## config.mk

```make
export PLATFORM = sky130hd
export DESIGN_NAME = pipelined_adder_flat
export DESIGN_NICKNAME = d
export VERILOG_FILES = /design/src/rtl/pipelined_adder_if.sv /design/src/rtl/pipelined_adder.sv /design/src/flat_wrapper.sv
export SDC_FILE = /design/constraint.sdc
export NUM_CORES = 1
export LEC_CHECK = 0
export BUFFER_PORTS_ARGS = -buffer_cell sky130_fd_sc_hd__clkbuf_2
export CAP_MARGIN = 20
export CORE_MARGIN = 2
export CORE_UTILIZATION = 40
export CTS_CLUSTER_DIAMETER = 150
export DETAILED_ROUTE_END_ITERATION = 12
export PLACE_DENSITY = 0.64
export SLEW_MARGIN = 20
export SYNTH_ARGS = -nofsm -noshare
export SYNTH_HDL_FRONTEND = slang
export SYNTH_SLANG_ARGS = --single-unit
export TNS_END_PERCENT = 10
```

## constraint.sdc

```tcl
create_clock -name clk -period 2.2 [get_ports clk]
set_input_delay 0 -clock clk [delete_from_list [all_inputs] [get_ports clk]]
set_output_delay 0 -clock clk [all_outputs]
set_load 0.01 [all_outputs]
```

## src/rtl/pipelined_adder_if.sv

```systemverilog
// Operand/result handshake bundle for pipelined_adder: valid/ready in, valid/ready out.
interface pipelined_adder_if #(parameter int WIDTH = 16);
  logic             in_valid;
  logic             in_ready;
  logic [WIDTH-1:0] a;
  logic [WIDTH-1:0] b;
  logic             cin;
  logic             sub;
  logic             out_valid;
  logic             out_ready;
  logic [WIDTH-1:0] sum;
  logic             cout;
  logic             ovf;

  modport master (
    output in_valid, a, b, cin, sub, out_ready,
    input  in_ready, out_valid, sum, cout, ovf
  );

  modport slave (
    input  in_valid, a, b, cin, sub, out_ready,
    output in_ready, out_valid, sum, cout, ovf
  );
endinterface

```

## src/rtl/pipelined_adder.sv

```systemverilog
// WIDTH-bit add/subtract split into STAGES carry-chained slices, one register stage per slice.
// Whole pipeline advances together on en = !out_valid | out_ready.
module pipelined_adder #(
  parameter int WIDTH  = 16,
  parameter int STAGES = 4
) (
  input logic              clk,
  input logic              rst_n,
  pipelined_adder_if.slave bus
);
  localparam int SW = WIDTH / STAGES;

  if ((WIDTH % STAGES) != 0 || SW < 1) begin : g_param_err
    $error("pipelined_adder: WIDTH must be a non-zero multiple of STAGES");
  end

  logic             en;
  logic [WIDTH-1:0] bx;
  logic             c0;

  // Subtract is A + ~B + 1, so the inversion and forced carry happen before slicing.
  assign bx          = bus.sub ? ~bus.b : bus.b;
  assign c0          = bus.sub | bus.cin;
  assign en          = !bus.out_valid | bus.out_ready;
  assign bus.in_ready = en;

  for (genvar k = 0; k < STAGES; k++) begin : g_st
    localparam int LO = k * SW;
    localparam int HI = (k + 1) * SW;

    logic          vld_q;
    logic          vld_d;
    logic [HI-1:0] s_q;
    logic [HI-1:0] s_d;
    logic [SW-1:0] a_sl;
    logic [SW-1:0] b_sl;
    logic          ci;
    logic [SW:0]   add;

    assign add = {1'b0, a_sl} + {1'b0, b_sl} + {{SW{1'b0}}, ci};

    if (k == 0) begin : g_src
      assign a_sl  = bus.a[SW-1:0];
      assign b_sl  = bx[SW-1:0];
      assign ci    = c0;
      assign vld_d = bus.in_valid;
      assign s_d   = add[SW-1:0];
    end else begin : g_src
      assign a_sl  = g_st[k-1].g_mid.a_q[SW-1:0];
      assign b_sl  = g_st[k-1].g_mid.b_q[SW-1:0];
      assign ci    = g_st[k-1].g_mid.c_q;
      assign vld_d = g_st[k-1].vld_q;
      assign s_d   = {add[SW-1:0], g_st[k-1].s_q};
    end

    always_ff @(posedge clk or negedge rst_n) begin
      if (!rst_n) begin
        vld_q <= 1'b0;
        s_q   <= '0;
      end else if (en) begin
        vld_q <= vld_d;
        s_q   <= s_d;
      end
    end

    if (k < STAGES - 1) begin : g_mid
      // Operand bits not yet consumed ride along with the beat.
      logic [WIDTH-HI-1:0] a_q;
      logic [WIDTH-HI-1:0] b_q;
      logic                c_q;
      logic [WIDTH-HI-1:0] a_up;
      logic [WIDTH-HI-1:0] b_up;

      if (k == 0) begin : g_up
        assign a_up = bus.a[WIDTH-1:SW];
        assign b_up = bx[WIDTH-1:SW];
      end else begin : g_up
        assign a_up = g_st[k-1].g_mid.a_q[WIDTH-LO-1:SW];
        assign b_up = g_st[k-1].g_mid.b_q[WIDTH-LO-1:SW];
      end

      always_ff @(posedge clk or negedge rst_n) begin
        if (!rst_n) begin
          a_q <= '0;
          b_q <= '0;
          c_q <= 1'b0;
        end else if (en) begin
          a_q <= a_up;
          b_q <= b_up;
          c_q <= add[SW];
        end
      end
    end else begin : g_last
      logic cout_q;
      logic ovf_q;

      // Carry into the MSB is recovered from the MSB's own sum bit: a ^ b ^ s.
      always_ff @(posedge clk or negedge rst_n) begin
        if (!rst_n) begin
          cout_q <= 1'b0;
          ovf_q  <= 1'b0;
        end else if (en) begin
          cout_q <= add[SW];
          ovf_q  <= add[SW] ^ (a_sl[SW-1] ^ b_sl[SW-1] ^ add[SW-1]);
        end
      end

      assign bus.out_valid = vld_q;
      assign bus.sum       = s_q;
      assign bus.cout      = cout_q;
      assign bus.ovf       = ovf_q;
    end
  end
endmodule
```

## src/flat_wrapper.sv

```systemverilog
// flat-port wrapper written by rule: the top's interface ports become plain ports
module pipelined_adder_flat 
#(
  parameter int WIDTH  = 16,
  parameter int STAGES = 4
)
  (clk, rst_n, bus_in_valid, bus_a, bus_b, bus_cin, bus_sub, bus_out_ready, bus_in_ready, bus_out_valid, bus_sum, bus_cout, bus_ovf);
  pipelined_adder_if #(.WIDTH(WIDTH)) bus_i ();
  input logic clk;
  input logic rst_n;
  input wire logic [$bits(bus_i.in_valid)-1:0] bus_in_valid;
  input wire logic [$bits(bus_i.a)-1:0] bus_a;
  input wire logic [$bits(bus_i.b)-1:0] bus_b;
  input wire logic [$bits(bus_i.cin)-1:0] bus_cin;
  input wire logic [$bits(bus_i.sub)-1:0] bus_sub;
  input wire logic [$bits(bus_i.out_ready)-1:0] bus_out_ready;
  output wire logic [$bits(bus_i.in_ready)-1:0] bus_in_ready;
  output wire logic [$bits(bus_i.out_valid)-1:0] bus_out_valid;
  output wire logic [$bits(bus_i.sum)-1:0] bus_sum;
  output wire logic [$bits(bus_i.cout)-1:0] bus_cout;
  output wire logic [$bits(bus_i.ovf)-1:0] bus_ovf;
  assign bus_i.in_valid = bus_in_valid;
  assign bus_i.a = bus_a;
  assign bus_i.b = bus_b;
  assign bus_i.cin = bus_cin;
  assign bus_i.sub = bus_sub;
  assign bus_i.out_ready = bus_out_ready;
  assign bus_in_ready = bus_i.in_ready;
  assign bus_out_valid = bus_i.out_valid;
  assign bus_sum = bus_i.sum;
  assign bus_cout = bus_i.cout;
  assign bus_ovf = bus_i.ovf;
  pipelined_adder #(.WIDTH(WIDTH), .STAGES(STAGES)) u_core (.clk(clk), .rst_n(rst_n), .bus(bus_i));
endmodule
```

; Yosys cells after proc, flatten, opt, wreduce, memory -nomap -nowiden
; Cells that the tools add are included.
[totals]
elab_cells = 35
input_bits = 38
output_inout_bits = 20
latch_bits = 0
mem_bits_rw = 0
memories = 0
rom_bits = 0
register_bits = 97
[op_classes]
reduce_logical = 1
shifts = 0
mux = 1
n_mul = 0
add_sub_neg = 8
n_eq_ne = 0
n_lt_le_gt_ge = 0
n_bitwise = 6
div = 0
[op_table]
columns = operator, count
row1 = $add A4 B4 Y5, 4
row2 = $add A5 B1 Y5, 4
row3 = $mux W16, 1
row4 = $not A16 Y16, 1
row5 = $xor A1 B1 Y1, 3
row6 = $or A1 B1 Y1, 2
row7 = $logic_not A1 Y1, 1

; Longest topological paths before layout
; Gate-level depths: netlist of the first run.
[logic_depth]
depth_word = 4
mapped_depth = 9
ltp_nobuf = 7

; Least setup slack after synthesis of the first run
; Ideal clock, no wire load.
[synth_path]
path_kind = reg-to-reg
start = reg u_core.g_st[2].g_mid.c_q
end = reg u_core.g_st[3].g_last.ovf_q, in the netlist u_core.bus.ovf
stages_incl_launch_ff = 7
arrival_time_ps = 1753
t_required_ps = 2080
setup_time_ps = 120
n_path_buf = 0
synth_period_minus_slack_ps = 1872
path_slack_ps = 328
cell_sequence = dfrtp_1 -> fa_1 -> fa_1 -> a21o_1 -> a21oi_2 -> xnor2_1 -> o21ai_2
[synth_via]
elab_chain_cells = 3
[synth_lines]
columns = item, line_no
row1 = start: declaration, pipelined_adder.sv:70  ; logic c_q;
row2 = start signal: assignment, pipelined_adder.sv:90  ; c_q <= add[SW];
row3 = $add A5 B1 Y5 (*), pipelined_adder.sv:40  ; assign add = {1'b0, a_sl} + {1'b0, b_sl} + {{SW{1'b0}}, ci};
row4 = $xor A1 B1 Y1, pipelined_adder.sv:104  ; ovf_q <= add[SW] ^ (a_sl[SW-1] ^ b_sl[SW-1] ^ add[SW-1]);
row5 = $xor A1 B1 Y1 (*), pipelined_adder.sv:104
row6 = end signal: assignment, pipelined_adder.sv:104
row7 = end: declaration, pipelined_adder.sv:95  ; logic ovf_q;
; Every way passes the cells marked *; elsewhere a longest branch is shown, timed or not.
; A chain may end at the register's enable or synchronous reset.

; Worst setup path in the final report of the first run
; Ends and elaborated chain as after synthesis.

==> impl_results.md, run 1 <==
- Root buffer cell: clkbuf_8
- Core Rows: 38
- Post-route cell area: 5140 µm²
- Die W: 108.1 µm
- Slowest CP cell: fa_1
- H-tree depth: 3
- First-pass GRT wire length: 13010 µm
- CP startpoint: u_core.g_st[2].g_mid.c_q
- Distinct cells, synth: 23
- Post-Syn Area: 4338 µm²
- Max FO, Critical Path: 2
- Area grow syn2layout: 18.49%
- Final min period: 1995 ps
- Initial DRC count: 126
- Synth Instances: 457
- Seq/Total Area, Yosys: 55.96%
- Hold Startpoint: bus_a[0]
- Outcome: finished clean
- Io pins: 58
- Detailed-route via count: 3045
- Synth Warn #: 0
- Via density per instance: 4.485
- R2R cell count: 6
- Most frequent CP cell: fa_1
- R2r setup slk: 200 ps
- Die height: 108.1 µm
- Post-synthesis area per instance: 9.492 µm²
- Fin. Hold Viols: 0
- Cell Pwr Density: 1272 nW/µm²
- Clk buf depth: 2
- Antenna violations before repair: 0
- Postcts setup bufs: 0
- Min Hold Slack: 34.13 ps
- Setup CP Type: register to register
- CP cell instances: fa_1, fa_1, a21o_1, a21oi_2, xnor2_1, o21ai_2
- Drt drc: 0
- Req. time, crit path: 2450 ps
- GRT Total Usage: 14.20%
- Placer Congestion: 0.7647
- FF-to-FF End: u_core.bus.ovf
- Final max-slew violation count: 0
- Total grt overflow: 0
- Cells after DPL: 637
- RR Startpoint: u_core.g_st[2].g_mid.c_q
- Pin count of the biggest net entering global routing: 104
- Worst-Skew Late Latency: 370 ps
- Min-Delay Path Class: input pin to register
- Final wirelength: 7737 µm
- Initial core utilization: 40.55%
- Core area: 10700 µm²
- TritonCTS clock tree: built
- Final HPWL DP: 5084 µm
- Final nets: 592
- Post-DP Area: 4678 µm²
- Clock transition at path regs: 100 ps
- Area of the die: 11690 µm²
- Rel. slew slack: 57.12%
- Fmax: 501.2 MHz
- Buffers on Ports: 57
- Inserted Clock Buffers: 9
- TNS Setup: 0 ps
- Post-Syn Nets: 515
- Final period util: 90.69%
- Maximum vdd drop: 0.5300 mV
- Layout cells sized above 1: 15.77%
- Max incr delay on CP: 470 ps
- Non-filler cells, final: 679
- Min-Delay Endpoint: u_core.g_st[0].s_q[0]
- Drt wl/cell: 11.39 µm
- Max-Cap Viols: 0
- Pleak: 2.670 nW
- Worst Max-Slew Pin Slew: 643.1 ps
- Clock sinks: 97
- Worst endpoint data arrival time: 2240 ps
- Endpoints failing setup: 0
- Nature of the critical path endpoint: register
- CP startpoint kind: register
- Vias in the first global route: 2874
- Seq cells post-synth: 97
- TritonRoute pass-1 iters: 4
- # diodes: 0
- Hold Crit Depth: 4
- Detail Route Antenna Nets: 0
- Layout Skew: 9.919 ps
- RSZ-0062 raised after global routing: no
## through the flow
| stage | utilization [%] | total power, mW | setup slack, ps |
|---|---|---|---|
| 5_1_grt | 48.05 | 7.145 | 111.2 |
| 3_5_place_dp | 43.73 | 5.410 | 210.2 |
| 6_report | 48.05 | 6.539 | 204.9 |
| 2_1_floorplan | - | 4.790 | 327.6 |
| 3_3_place_gp | 43.73 | 5.302 | 261.6 |
| 4_1_cts | 48.05 | 6.632 | 199.7 |
## layer usage
metal  vias to the layer above  share of wire [%]  GRT usage, %
met3                        11                4.1         3.556
met5                         -                  0             0
met2                        58                 44         22.01
met4                         0                1.9         6.319
li1                       1569                  -             -
met1                      1407                 50         18.95
## synth_stat cells, drive strengths merged
| library cell | instances | area share, % |
|---|---|---|
| clkbuf | 1 | 0.12 |
| dfrtp | 97 | 56 |
| nor2 | 11 | 0.95 |
| nand2 | 218 | 19 |
| nand2b | 1 | 0.14 |
| o21ai | 29 | 3.4 |
| xnor2 | 13 | 2.6 |
| inv | 13 | 1.2 |
| buf | 22 | 4.3 |
| ha | 12 | 3.5 |
| fa | 8 | 3.7 |
| nor2b | 4 | 0.75 |
| xor2 | 9 | 1.8 |
| or2 | 1 | 0.14 |
| a21oi | 13 | 1.7 |
| a21o | 5 | 0.87 |
## worst max path at each step
stage                                end  slack (ps)  depth (start not counted)
after floorplan           u_core.bus.ovf         330                          6
after global routing      u_core.bus.ovf         110                          6
after detailed placement  u_core.bus.ovf         210                          6
final                     u_core.bus.ovf         200                          6
after CTS                 u_core.bus.ovf         200                          6
after global placement    u_core.bus.ovf         260                          6
## kinds of logic (layout without fill, tap and decap cells)
logic type               count (synthesis)  count (layout)  share of synthesized area, %
XOR/XNOR                                22              22                         4.442
flip-flops                              97              97                         55.96
buffers and inverters                   36             118                         5.624
AO/OA/AOI/OAI                           47              47                         5.971
AND/OR/NAND/NOR                        235             235                         20.85
adder cells (fa/ha/maj)                 20              20                         7.153
## power by group
| part | internal, mW | total (mW) | switching, mW |
|---|---|---|---|
| combinational | 1.01 | 2.37 | 1.35 |
| sequential | 2.58 | 3.01 | 0.432 |
| clock | 0.534 | 1.16 | 0.630 |
| total | 4.12 | 6.54 | 2.42 |
## what timing repair did
| action | CTS | global route |
|---|---|---|
| hold buffers | 26 | 0 |
| endpoints found under the hold margin | 74 | 0 |
| setup endpoints to repair | 0 | 0 |
| gates resized for setup | 0 | 0 |
## registers in the layout (all words and copies together), names as in the netlist
signal / cells
u_core.bus.sum: 16
u_core.g_st.g_mid.c_q: 3
u_core.g_st.s_q: 24
u_core.bus.ovf: 1
u_core.g_st.g_mid.a_q: 24
u_core.bus.out_valid: 1
u_core.bus.cout: 1
u_core.g_st.vld_q: 3
u_core.g_st.g_mid.b_q: 24
## worst max-delay path: cells and delay by family, from the launching register on
family                     cells  cell delay [ps]
AOI/OAI and AO/OA              3              410
xor gates and xnor gates       1              170
adders and majority gates      2              890
DFF                            1              410
## area by class of cell
class	count	area [µm²]
clock buffer	9	123.9
clock inverter	7	77.57
fill	1010	5558
inverter	13	51.30
multi-input combinational	324	1667
sequential	97	2427
tap	140	175.2
timing repair buffer	89	618.1
## cells in the final DEF (no fill, tap or decap), types with 5 or more instances in the layout
cell and n:
nand2_1 218, dfrtp_1 97, clkbuf_2 56, dlygate4sd3_1 26
o21ai_0 21, xnor2_1 13, inv_1 12, ha_1 12
nor2_1 11, a21oi_1 11, xor2_1 9, clkbuf_8 9
fa_1 8, o21ai_1 7, a21o_1 5, buf_4 5
No activity file was read; power rests on OpenSTA's default activity.
==> run 2: changes to the inputs <==
==> constraint.sdc (replaced) <==
create_clock -name clk -period 2.2 [get_ports clk]
set_input_delay 0.22 -clock clk [delete_from_list [all_inputs] [get_ports clk]]
set_output_delay 0.22 -clock clk [all_outputs]
set_load 0.01 [all_outputs]
==> run 2 against run 1 <==
Critical path depth did not move. Wire length fell by 1.4%. Via count down 2.8%. Critical path type unchanged. Critical endpoint unchanged.
==> impl_results.md, run 2 (synthesized netlist as in run 1, its figures left out) <==
- Outcome: finished clean
- CTS Hold Bufs: 1
- Maximum vdd drop: 0.3748 mV
- Max FO, Critical Path: 2
- R2R cell count: 6
- Clock network power share: 18.1%
- Layout Skew: 10.81 ps
- Flop pwr share: 46.2%
- Worst-Skew Late Latency: 360 ps
- P_sw: 2.356 mW
- Initial DRC count: 127
- Inserted Clock Buffers: 9
- Initial core utilization: 40.55%
- CP cell instances: fa_1, fa_1, a21o_1, a21oi_2, xnor2_1, o21ai_2
- Fmax: 502.5 MHz
- Clk buf depth: 2
- Io pins: 58
- Met3 Usage GRT: 2.833%
- Max-Cap Viols: 0
- H-tree depth: 3
- Postcts setup bufs: 0
- Min-Delay Path Class: input pin to register
- Footprint of the multi-input gates: 1667 µm²
- Pin count of the biggest net entering global routing: 104
- Most frequent cells in the layout: nand2_1, dfrtp_1, clkbuf_2
- Root buffer cell: clkbuf_8
- Worst endpoint data arrival time: 2230 ps
- Area of the die: 11690 µm²
- Req. time, crit path: 2440 ps
- Pleak: 2.589 nW
- TritonRoute pass-1 iters: 4
- Hold Crit Depth: 3
- TritonCTS clock tree: built
- Final min period: 1990 ps
- Layout cells sized above 1: 16.50%
- First-pass GRT wire length: 13520 µm
- Die height: 108.1 µm
- Post-DP Area: 4698 µm²
- Fin. Hold Viols: 0
- Sw Share: 36.14%
- Drt wl/cell: 11.65 µm
- RSZ-0062 raised after global routing: no
- Rel. slew slack: 68.74%
- Detailed-route via count: 2959
- Top flop regs: u_core.g_st.g_mid.a_q x24, u_core.g_st.g_mid.b_q x24, u_core.g_st.s_q x24
- Internal power: 4.162 mW
- Detail Route Antenna Nets: 0
- Vias in the first global route: 3003
- Cell Pwr Density: 1327 nW/µm²
- Clock sinks: 97
- Combinational power share: 35.8%
- Final HPWL DP: 5330 µm
- CTS-repair resized insts: 0
- CP startpoint kind: register
- Post-route cell area: 4912 µm²
- FF-to-FF End: u_core.bus.ovf
- Final wirelength: 7631 µm
- Min-Delay Endpoint: u_core.g_st[0].g_mid.a_q[2]
- Setup CP Type: register to register
- Via density per instance: 4.518
- GRT Total Usage: 14.81%
- Commonest non-fill, non-tap cell in the layout: nand2_1
- Buffers on Ports: 57
- # diodes: 0
- RR Startpoint: u_core.g_st[2].g_mid.c_q
- Worst Path Buf+Inv: 0
- TNS Setup: 0 ps
- Cell family with most CP delay: adder cells
- Endpoints failing setup: 0
- Clock transition at path regs: 90 ps
- Drt drc: 0
- Most frequent CP cell: fa_1
- Total area of sequential cells: 2427 µm²
- Nature of the critical path endpoint: register
- Die W: 108.1 µm
- Worst Max-Slew Pin Slew: 468.9 ps
- Final nets: 568
- Placer Congestion: 0.7867
- Core area: 10700 µm²
- Met2 GRT Util: 23.05%
- Area grow syn2layout: 13.24%
- Antenna violations before repair: 0
- R2r setup slk: 210 ps
- Final period util: 90.45%
- Final max-slew violation count: 0
- Fill count: 1069
- Core Rows: 38
- Grt peak-use layer: met2
- Max incr delay on CP: 460 ps
- Met1 Use GR: 19.84%
- CP startpoint: u_core.g_st[2].g_mid.c_q
- Total grt overflow: 0
- Hold Startpoint: bus_a[6]
- Slowest CP cell: fa_1
==> run 2: layer usage <==
metal | part of all wire [%] | routed length (µm)
met3 | 3.3 | 254
met1 | 50 | 3816
met2 | 45 | 3402
met5 | 0 | 0
met4 | 2.1 | 158
==> run 2: area by class of cell <==
| cell class | count | share of cell area (%) |
|---|---|---|
| tap | 140 | 3.566 |
| clock inverter | 4 | 0.9934 |
| inverter | 13 | 1.044 |
| multi-input combinational | 324 | 33.93 |
| timing repair buffer | 65 | 7.896 |
| clock buffer | 12 | 3.158 |
| sequential | 97 | 49.41 |
==> run 2: worst max-delay path by stage <==
stage,endpoint,slack (ps),cells after the start
after floorplan,u_core.bus.ovf,330,6
after global placement,u_core.bus.ovf,260,6
after detailed placement,u_core.bus.ovf,240,6
after CTS,u_core.bus.ovf,210,6
after global routing,u_core.bus.ovf,100,6
final,u_core.bus.ovf,210,6
==> run 2: worst reg2reg max path, delay by kind of cell (launching register included) <==
family                   cells  cell delay [ps]
AO/OA/AOI/OAI                3              420
flip-flops                   1              410
XOR/XNOR                     1              150
adder cells (fa/ha/maj)      2              890
==> run 2: through the flow <==
stage / total power, mW / setup WS, ps / cells / util, % / hold WS [ps]
detailed placement: 5.436 / 237.4 / 638 / 43.92 / 36.74
floorplan: 4.790 / 327.6 / 457 / - / -75.59
finish: 6.518 / 210.1 / 655 / 45.92 / 52.18
CTS: 6.628 / 205.8 / 655 / 45.92 / 30.49
global placement: 5.323 / 261.6 / 638 / 43.92 / 35.16
global route: 7.162 / 99.03 / 655 / 45.92 / 40.68
==> run 2: power groups by stage <==
stage / clock, mW / sequential [mW] / combinational (mW)
2_1_floorplan: 0 / 3.04 / 1.75
3_3_place_gp: 0 / 3.03 / 2.30
3_5_place_dp: 0 / 3.06 / 2.37
4_1_cts: 1.22 / 3.03 / 2.38
5_1_grt: 1.29 / 3.13 / 2.74
6_report: 1.18 / 3.01 / 2.33
